## src/rtl/mvm_seq_ctrl.sv

```systemverilog
// mvm_seq_ctrl: sequencer for an NxN matrix-vector multiply (y = A*x).
//
// Streams the x vector and then the row-major A matrix into external memories
// under in_valid/in_ready. It then schedules one MAC pass per row and writes each
// finished dot product into the y memory. Finally it streams y out under
// out_valid/out_ready and pulses done.
//
// The external memories have a registered read, so data appears one cycle after
// the address. The MAC is registered: clear_acc forces f to 0, otherwise f
// accumulates a*x.
//
// Build option: define MVM_X_REUSE_EN to add the reuse_x input. When reuse_x is
// sampled high with start, the job skips the x load and reuses the x vector
// already held in memory.
//
// N must be at least 2.

module mvm_seq_ctrl #(
    parameter int N = 4,
    localparam int AXW = $clog2(N),
    localparam int AAW = $clog2(N * N)
) (
    input  logic           clk,
    input  logic           reset,
    input  logic           start,
`ifdef MVM_X_REUSE_EN
    input  logic           reuse_x,
`endif
    input  logic           in_valid,
    output logic           in_ready,
    output logic [AXW-1:0] addr_x,
    output logic           wr_en_x,
    output logic [AAW-1:0] addr_a,
    output logic           wr_en_a,
    output logic           clear_acc,
    output logic [AXW-1:0] addr_y,
    output logic           wr_en_y,
    output logic           out_valid,
    input  logic           out_ready,
    output logic           busy,
    output logic           done
);

    // Column counter: it runs 0..N-1 while addresses are issued, and N is the
    // drain cycle.
    localparam int CW = $clog2(N + 1);

    localparam logic [AXW-1:0] X_LAST   = AXW'(N - 1);
    localparam logic [AAW-1:0] K_X_LAST = AAW'(N - 1);
    localparam logic [AAW-1:0] K_A_LAST = AAW'(N * N - 1);
    localparam logic [CW-1:0]  C_GAP    = CW'(N);

    typedef enum logic [2:0] {
        S_IDLE,
        S_LOAD_X,
        S_LOAD_A,
        S_COMPUTE,
        S_OUTPUT
    } state_t;

    state_t         state_q, state_d;
    logic [AAW-1:0] k_q, k_d;            // load word index (x, then A)
    logic [AXW-1:0] r_q, r_d;            // compute row
    logic [CW-1:0]  c_q, c_d;            // cycle within the current row
    logic           wb_q, wb_d;          // final writeback cycle of COMPUTE
    logic [AXW-1:0] i_q, i_d;            // output word index
    logic           out_valid_q, out_valid_d;
    logic           done_q, done_d;

    // State and counter registers; reset aborts any job in flight at once.
    always_ff @(posedge clk or negedge reset) begin
        if (!reset) begin
            state_q     <= S_IDLE;
            k_q         <= '0;
            r_q         <= '0;
            c_q         <= '0;
            wb_q        <= 1'b0;
            i_q         <= '0;
            out_valid_q <= 1'b0;
            done_q      <= 1'b0;
        end else begin
            // NOTE: non-blocking assignments let every flop sample the pre-edge
            // values, so the order of these lines does not matter.
            state_q     <= state_d;
            k_q         <= k_d;
            r_q         <= r_d;
            c_q         <= c_d;
            wb_q        <= wb_d;
            i_q         <= i_d;
            out_valid_q <= out_valid_d;
            done_q      <= done_d;
        end
    end

    // Next-state, counter updates and memory/MAC control for the current phase.
    always_comb begin
        // NOTE: every signal gets a default value before the case statement, so
        // no path can leave one unassigned and infer a latch.
        state_d     = state_q;
        k_d         = k_q;
        r_d         = r_q;
        c_d         = c_q;
        wb_d        = wb_q;
        i_d         = i_q;
        out_valid_d = out_valid_q;
        done_d      = 1'b0;

        in_ready    = 1'b0;
        addr_x      = '0;
        wr_en_x     = 1'b0;
        addr_a      = '0;
        wr_en_a     = 1'b0;
        clear_acc   = 1'b0;
        addr_y      = '0;
        wr_en_y     = 1'b0;

        unique case (state_q)
            S_IDLE: begin
                if (start) begin
                    k_d = '0;
`ifdef MVM_X_REUSE_EN
                    state_d = reuse_x ? S_LOAD_A : S_LOAD_X;
`else
                    state_d = S_LOAD_X;
`endif
                end
            end

            S_LOAD_X: begin
                // data_in goes straight to the memory; we only steer the write.
                in_ready = 1'b1;
                wr_en_x  = in_valid;
                addr_x   = k_q[AXW-1:0];
                if (in_valid) begin
                    if (k_q == K_X_LAST) begin
                        k_d     = '0;
                        state_d = S_LOAD_A;
                    end else begin
                        k_d = k_q + 1'b1;
                    end
                end
            end

            S_LOAD_A: begin
                in_ready = 1'b1;
                wr_en_a  = in_valid;
                addr_a   = k_q;
                if (in_valid) begin
                    if (k_q == K_A_LAST) begin
                        k_d     = '0;
                        r_d     = '0;
                        c_d     = '0;
                        wb_d    = 1'b0;
                        state_d = S_COMPUTE;
                    end else begin
                        k_d = k_q + 1'b1;
                    end
                end
            end

            S_COMPUTE: begin
                if (wb_q) begin
                    // The last row has finished accumulating; store it and move on.
                    wr_en_y     = 1'b1;
                    addr_y      = X_LAST;
                    wb_d        = 1'b0;
                    r_d         = '0;
                    c_d         = '0;
                    i_d         = '0;
                    out_valid_d = 1'b0;
                    state_d     = S_OUTPUT;
                end else begin
                    if (c_q != C_GAP) begin
                        addr_x    = c_q[AXW-1:0];
                        addr_a    = AAW'(r_q) * AAW'(N) + AAW'(c_q);
                        clear_acc = (c_q == '0);
                    end
                    // The y write of the previous row shares a cycle with the
                    // clear. The memory captures f before the clear lands.
                    if (c_q == '0 && r_q != '0) begin
                        wr_en_y = 1'b1;
                        addr_y  = r_q - 1'b1;
                    end
                    if (c_q == C_GAP) begin
                        c_d = '0;
                        if (r_q == X_LAST) begin
                            wb_d = 1'b1;
                        end else begin
                            r_d = r_q + 1'b1;
                        end
                    end else begin
                        c_d = c_q + 1'b1;
                    end
                end
            end

            S_OUTPUT: begin
                // The first cycle at each index is a read bubble. After that,
                // out_valid stays high until the consumer takes the word.
                addr_y = i_q;
                if (!out_valid_q) begin
                    out_valid_d = 1'b1;
                end else if (out_ready) begin
                    out_valid_d = 1'b0;
                    if (i_q == X_LAST) begin
                        i_d     = '0;
                        done_d  = 1'b1;
                        state_d = S_IDLE;
                    end else begin
                        i_d = i_q + 1'b1;
                    end
                end
            end

            default: begin
                state_d = S_IDLE;
            end
        endcase
    end

    assign out_valid = out_valid_q;
    assign done      = done_q;
    assign busy      = (state_q != S_IDLE);

endmodule

```

## config.mk

```make
export PLATFORM = sky130hd
export DESIGN_NAME = mvm_seq_ctrl
export DESIGN_NICKNAME = d
export VERILOG_FILES = /design/src/rtl/mvm_seq_ctrl.sv
export SDC_FILE = /design/constraint.sdc
export NUM_CORES = 1
export LEC_CHECK = 0
export CAP_MARGIN = 20
export CORE_ASPECT_RATIO = 1.5
export CORE_MARGIN = 4
export CORE_UTILIZATION = 37
export CTS_BUF_LIST = sky130_fd_sc_hd__clkbuf_2
export DETAILED_ROUTE_END_ITERATION = 6
export DONT_BUFFER_PORTS = 1
export PLACE_DENSITY = 0.49
export SYNTH_ARGS = -nofsm -noshare
export SYNTH_HDL_FRONTEND = slang
export SYNTH_SLANG_ARGS = --single-unit
```

## constraint.sdc

```tcl
create_clock -name clk -period 1.6 [get_ports clk]
set_clock_uncertainty 0.15 [all_clocks]
set_input_delay 0.4 -clock clk [delete_from_list [all_inputs] [get_ports clk]]
set_output_delay 0.4 -clock clk [all_outputs]
set_load 0.01 [all_outputs]
```

==> run metrics, run 1 <==
sequential cell area 428 sq um; worst rel slew slack 40.4%; maximum count of clock buffers along a single path 2; setup repair after global routing missed its margin yes; vias in the first global route 1506; critical setup path kind reg2out; register bit total from synthesis 17; area of combinational cells with multiple inputs 1010 sq um; reg-to-reg startpoint state_q[0]; clock network latency to the later pin of the worst-skew pair 0.30 ns; synth unique cells 42; Critical Path Slowest Stage Cell dfrtp_1; most instantiated flip-flop cell in the synthesis netlist dfrtp_1; cell count after synthesis 151; TritonRoute pass-1 iters 4; critical path buffer and inverter count 0; cells along the critical path nand4bb_4 > a21oi_4 > a21oi_1 > nor2_2; Cell Area, Synth 1250 sq um; violated checks negative setup slack; sequential element share of the synthesized area 33.9%; type of element capturing the critical path primary output; input/output buffers 0; average wire length per cell after detail routing 17.0 um; CTS tree built; wire length reported by the detailed router 4.14 mm; fmax 491 MHz; antenna viol nets, final 0; final core utilization 63.8%; pins over their slew limit 0; nature of the critical path startpoint flip-flop; number of buffers added by the clock tree synthesis step 3; initial core utilization 38.9%; top cell type's share of synthesized area 33.9%; GRT Residual Overflow 0; die area 4400 sq um; actual slew at the worst max-slew pin 0.892 ns; Synthesis Warnings 0; Clk Tree Root Cell clkbuf_2; combined global-route utilization of all metal layers 19.6%; critical path fanouts, max 5; number of hold violations in the final report 0; Filler Cell Count 282; FFs w/ async S/R, synth 100%; Iter 0 DRT Violations 54; area of the placeable core 3220 sq um; mean number of vias per cell 5.45; Yosys top cell by area dfrtp_1; kind of cell adding the most delay to the critical path flip-flops; run status finished with violations; class of the tightest hold or removal check in2reg; count of maximum capacitance violations 0; DR vias 1324; crit path DAT 1.49 ns; largest stage delay on the critical path 0.46 ns; PwrDens 1910 nW/um^2; largest net degree at the start of global routing 18; hold path endpoint state_q[2]; Total Negative Setup Slacks -6.54 ns; final estimated routing congestion in global placement 0.792; vertical die dimension 79.3 um; Cell Rows 25; peak supply drop 0.00119 V; startpoint of the most critical hold path out_ready; FF-to-FF setup slack -0.26 ns; post-route minimum period 2.04 ns; register clock-pin slew on the reported worst setup and hold paths 0.19 ns; top-level I/O count 21; P_leak 0.927 nW; worst setup slack after layout -0.438 ns; Post-Syn Nets 163; endpoint of the worst register-to-register path k_q[2]; number of stages on the worst hold path 3; Diodes inserted 0; wire length of the first global-routing pass 6.79 mm; post-detailed-placement half-perimeter wirelength 2.63 mm; die outline width 55.5 um; number of nets in the finished design 216; final period utilization 127%; initial antenna violation count 0; data required time of the critical path 1.05 ns; P&R area growth vs syn 64.1%; clock sink total 17; final setup violating endpoints 25; ranking of synthesized cells by area dfrtp_1 34%, ha_1 7.0%, nor2_1 5.7%; mean instance size in the synthesized netlist 8.30 sq um; cell depth of the worst flop-to-flop path 6; number of synthesized flops with an enable pin 0; H-tree levels 1; fraction of layout instances using a drive strength above 1 54.2%; DRC violation count after routing 0
-- worst min-delay path: cells and delay by family --
kind          cells  cell delay, ns
simple gates      3            0.16
-- cells in the mapped netlist, types with 2 or more instances --
library cell	instances
o2bb2ai_1	2
dfrtp_1	17
nor3b_1	3
a22o_1	4
clkbuf_1	3
a21oi_1	9
and3_1	2
a41oi_1	2
ha_1	7
nor3_1	3
o21ai_0	10
nor2b_1	4
buf_2	5
nand2b_1	5
mux2i_1	3
a211oi_1	3
nand2_1	15
inv_1	8
and2_1	3
nand3b_1	2
nand3_1	2
nor2_1	19
-- layout by cell type (no fill, tap or decap), types with 3 or more instances in the layout --
cell / instances
inv_2: 5
nor2_1: 10
a21oi_2: 3
ha_4: 3
nand2_1: 13
nor2_2: 4
nor2_4: 5
buf_4: 39
o21ai_0: 3
o21ai_1: 6
nand2b_4: 3
ha_1: 4
buf_6: 14
a22o_1: 4
a21oi_1: 5
inv_1: 3
dfrtp_1: 15
clkbuf_2: 3
-- routing by layer --
layer	vias to the layer above	global-route usage (%)	wire length, um
met5	-	0	0
met4	0	7.30	87
met3	8	3.74	136
met2	23	39.1	2430
met1	656	19.4	1490
li1	637	-	-
-- worst max-delay path by stage --
stage | depth (start not counted) | slack (ns) | start | to
4_1_cts | 4 | -0.45 | state_q[2] | addr_a[1]
3_3_place_gp | 5 | -0.12 | state_q[0] | k_q[1]
6_report | 4 | -0.44 | state_q[2] | addr_a[2]
3_5_place_dp | 5 | -0.17 | state_q[0] | k_q[3]
5_1_grt | 4 | -0.53 | wb_q | addr_a[2]
2_1_floorplan | 5 | -0.04 | state_q[0] | addr_a[2]
-- metrics by stage --
stage	setup WS, ns	instance area (sq um)	hold WS [ns]	power (mW)	std cells
2_1_floorplan	-0.0375	1330	-0.0456	1.95	151
3_3_place_gp	-0.116	1600	-0.0452	2.62	216
3_5_place_dp	-0.169	1600	-0.0451	2.66	216
4_1_cts	-0.448	1940	0.0853	3.57	237
5_1_grt	-0.534	2060	0.101	4.24	243
6_report	-0.438	2060	0.110	3.93	243
-- cell type report --
| cell class | count | area share (%) |
|---|---|---|
| Clock buffer | 3 | 0.730 |
| Sequential cell | 17 | 20.8 |
| Inverter | 8 | 1.46 |
| Clock inverter | 1 | 0.243 |
| Tap cell | 40 | 2.43 |
| Multi-Input combinational cell | 117 | 49.3 |
| Timing Repair Buffer | 57 | 25.1 |
-- flip-flops by register name, summed over array words and instances (netlist names) --
signal and count:
c_q 3, done 1, i_q 2, k_q 4, out_valid 1, r_q 2, state_q 3, wb_q 1
-- cells by family (layout without fill, tap and decap cells) --
logic type	count (synthesis)	in the layout	share of synthesized area, %
and+or+nand+nor	67	67	28.9
xor gates and xnor gates	1	1	0.699
DFF	17	17	33.9
muxes	3	3	2.40
adders and majority gates	7	7	6.99
AOI/OAI and AO/OA	39	39	20.9
buffers and inverters	17	69	6.19
-- power by group --
group | switching (mW) | total (mW) | internal (mW)
Combinational | 1.36 | 2.98 | 1.62
Clock | 0.151 | 0.208 | 0.0567
Sequential | 0.180 | 0.748 | 0.568
-- what timing repair did --
item	in CTS	in global routing
gates cloned	1	0
setup endpoints to repair	28	29
endpoints found under the hold margin	17	0
gates resized for setup	46	21
buffers inserted	15	7
hold buffers	1	0
pin swaps	21	12
Power figures use the tool's default switching activity.
==> run 2, diff against run 1 <==
- PLACE_DENSITY: 0.49 -> 0.47
- clock period: 1.6 -> 2.61 ns (I/O delays scaled with it)
==> run metrics, run 2 (synthesis gave the netlist of run 1 again) <==
run status complete, no violations; final core utilization 42.4%; wire length reported by the detailed router 3.07 mm; worst rel slew slack 43.2%; Area after DPL 1290 sq um; antenna viol nets, final 0; Iter 0 DRT Violations 22; TritonRoute pass-1 iters 4; max FFs per register 4; crit path DAT 1.65 ns; type of element capturing the critical path primary output; Top cell by count, worst path inv_1; number of nets in the finished design 167; kind of cell adding the most delay to the critical path flip-flops; worst setup slack after layout 0.161 ns; largest stage delay on the critical path 0.43 ns; total power consumption of the routed design 1.42 mW; registers with the highest flip-flop counts k_q: 4 flops, c_q: 3 flops, state_q: 3 flops; Filler Cell Count 333; die outline width 55.5 um; initial core utilization 38.9%; critical setup path kind reg2out; pins over their slew limit 0; DRC violation count after routing 0; clock sink total 17; most common cell after layout, fill and taps aside nor2_1; Total Negative Setup Slacks 0 ns; actual slew at the worst max-slew pin 0.849 ns; Clk Tree Root Cell clkbuf_2; maximum count of clock buffers along a single path 2; average wire length per cell after detail routing 15.8 um; wire length of the first global-routing pass 5.44 mm; mean number of vias per cell 5.64; final estimated routing congestion in global placement 0.784; critical path fanouts, max 5; post-route minimum period 2.45 ns; Placed Cells 187; CTS tree built; peak supply drop 0.000385 V; vertical die dimension 79.3 um; DR vias 1094; register with the highest flop count k_q; Hold Worst Slack 0.372 ns; initial antenna violation count 0; Diodes inserted 0; post-route non-filler standard cell count 194; combined global-route utilization of all metal layers 15.3%; area of the placeable core 3220 sq um; cells along the critical path inv_1 > ha_1 > a21oi_4 > inv_1 > o21ai_0 > buf_4; number of hold violations in the final report 0; top-level I/O count 21; P&R area growth vs syn 9.08%; clock network latency to the later pin of the worst-skew pair 0.30 ns; Final Instance Area 1370 sq um; final period utilization 93.8%; number of buffers added by the clock tree synthesis step 3; Cell Rows 25; vias in the first global route 1134; minimum setup slack after placement 0.281 ns; input/output buffers 0; setup repair after global routing missed its margin no; die area 4400 sq um; class of the tightest hold or removal check in2reg; fraction of layout instances using a drive strength above 1 11.7%; nature of the critical path startpoint flip-flop; data required time of the critical path 1.81 ns; final setup violating endpoints 0; count of maximum capacitance violations 0; H-tree levels 1; P_leak 0.612 nW; fmax 408 MHz; PwrDens 1040 nW/um^2; commonest non-fill, non-tap cells in the layout 19 x nor2_1, 16 x dfrtp_1, 15 x nand2_1, 10 x o21ai_0; Critical Path Slowest Stage Cell dfrtp_1; register clock-pin slew on the reported worst setup and hold paths 0.19 ns; largest net degree at the start of global routing 21; GRT Residual Overflow 0; critical path buffer and inverter count 3; post-detailed-placement half-perimeter wirelength 2.31 mm
[run 2: cell count changes in the layout (fill, tap and decap cells not counted), sizes merged]
cell and change:
buf -49
[run 2: worst min-delay path, cell delays in order]
cell and delay, ns:
nand3_1 0.04, nand2_1 0.05, nand2_1 0.06
[run 2: routing by layer]
layer | track usage, % | part of all wire (%) | vias up
met3 | 2.93 | 4.2 | 4
li1 | - | - | 544
met5 | 0 | 0 | -
met4 | 5.84 | 1.7 | 0
met1 | 19.6 | 44 | 524
met2 | 25.1 | 51 | 22
[run 2: area by class of cell]
cell class                 count  area [sq um]  area share (%)
clock inverter                 1          5.00           0.366
multi-input combinational    117           778            56.9
sequential                    17           427            31.2
clock buffer                   3          15.0            1.10
tap                           40          50.0            3.66
inverter                       8          30.0            2.20
timing repair buffer           8          62.6            4.57
[run 2: worst paths after layout]
kind                             from  slack [ns]  cells after the start          to
max                            c_q[0]        0.16                      6   addr_a[1]
min                         out_ready        0.37                      3  state_q[2]
max reg2reg                state_q[1]        0.71                      5      i_q[0]
min reg2reg                    c_q[0]        0.40                      1      c_q[0]
max in group asynchronous       reset        1.03                      1  state_q[1]
min in group asynchronous       reset        0.71                      1        done
[run 2: power by group]
part | switching, mW | internal, mW
Sequential | 0.113 | 0.346
Combinational | 0.488 | 0.349
Clock | 0.0925 | 0.0347
Total | 0.693 | 0.730
[run 2: what timing repair did]
item	in CTS	in global routing
pin swaps	0	1
gates resized for setup	1	4
endpoints found under the hold margin	17	0
hold buffers	1	0
setup endpoints to repair	3	4
setup buffers	0	2
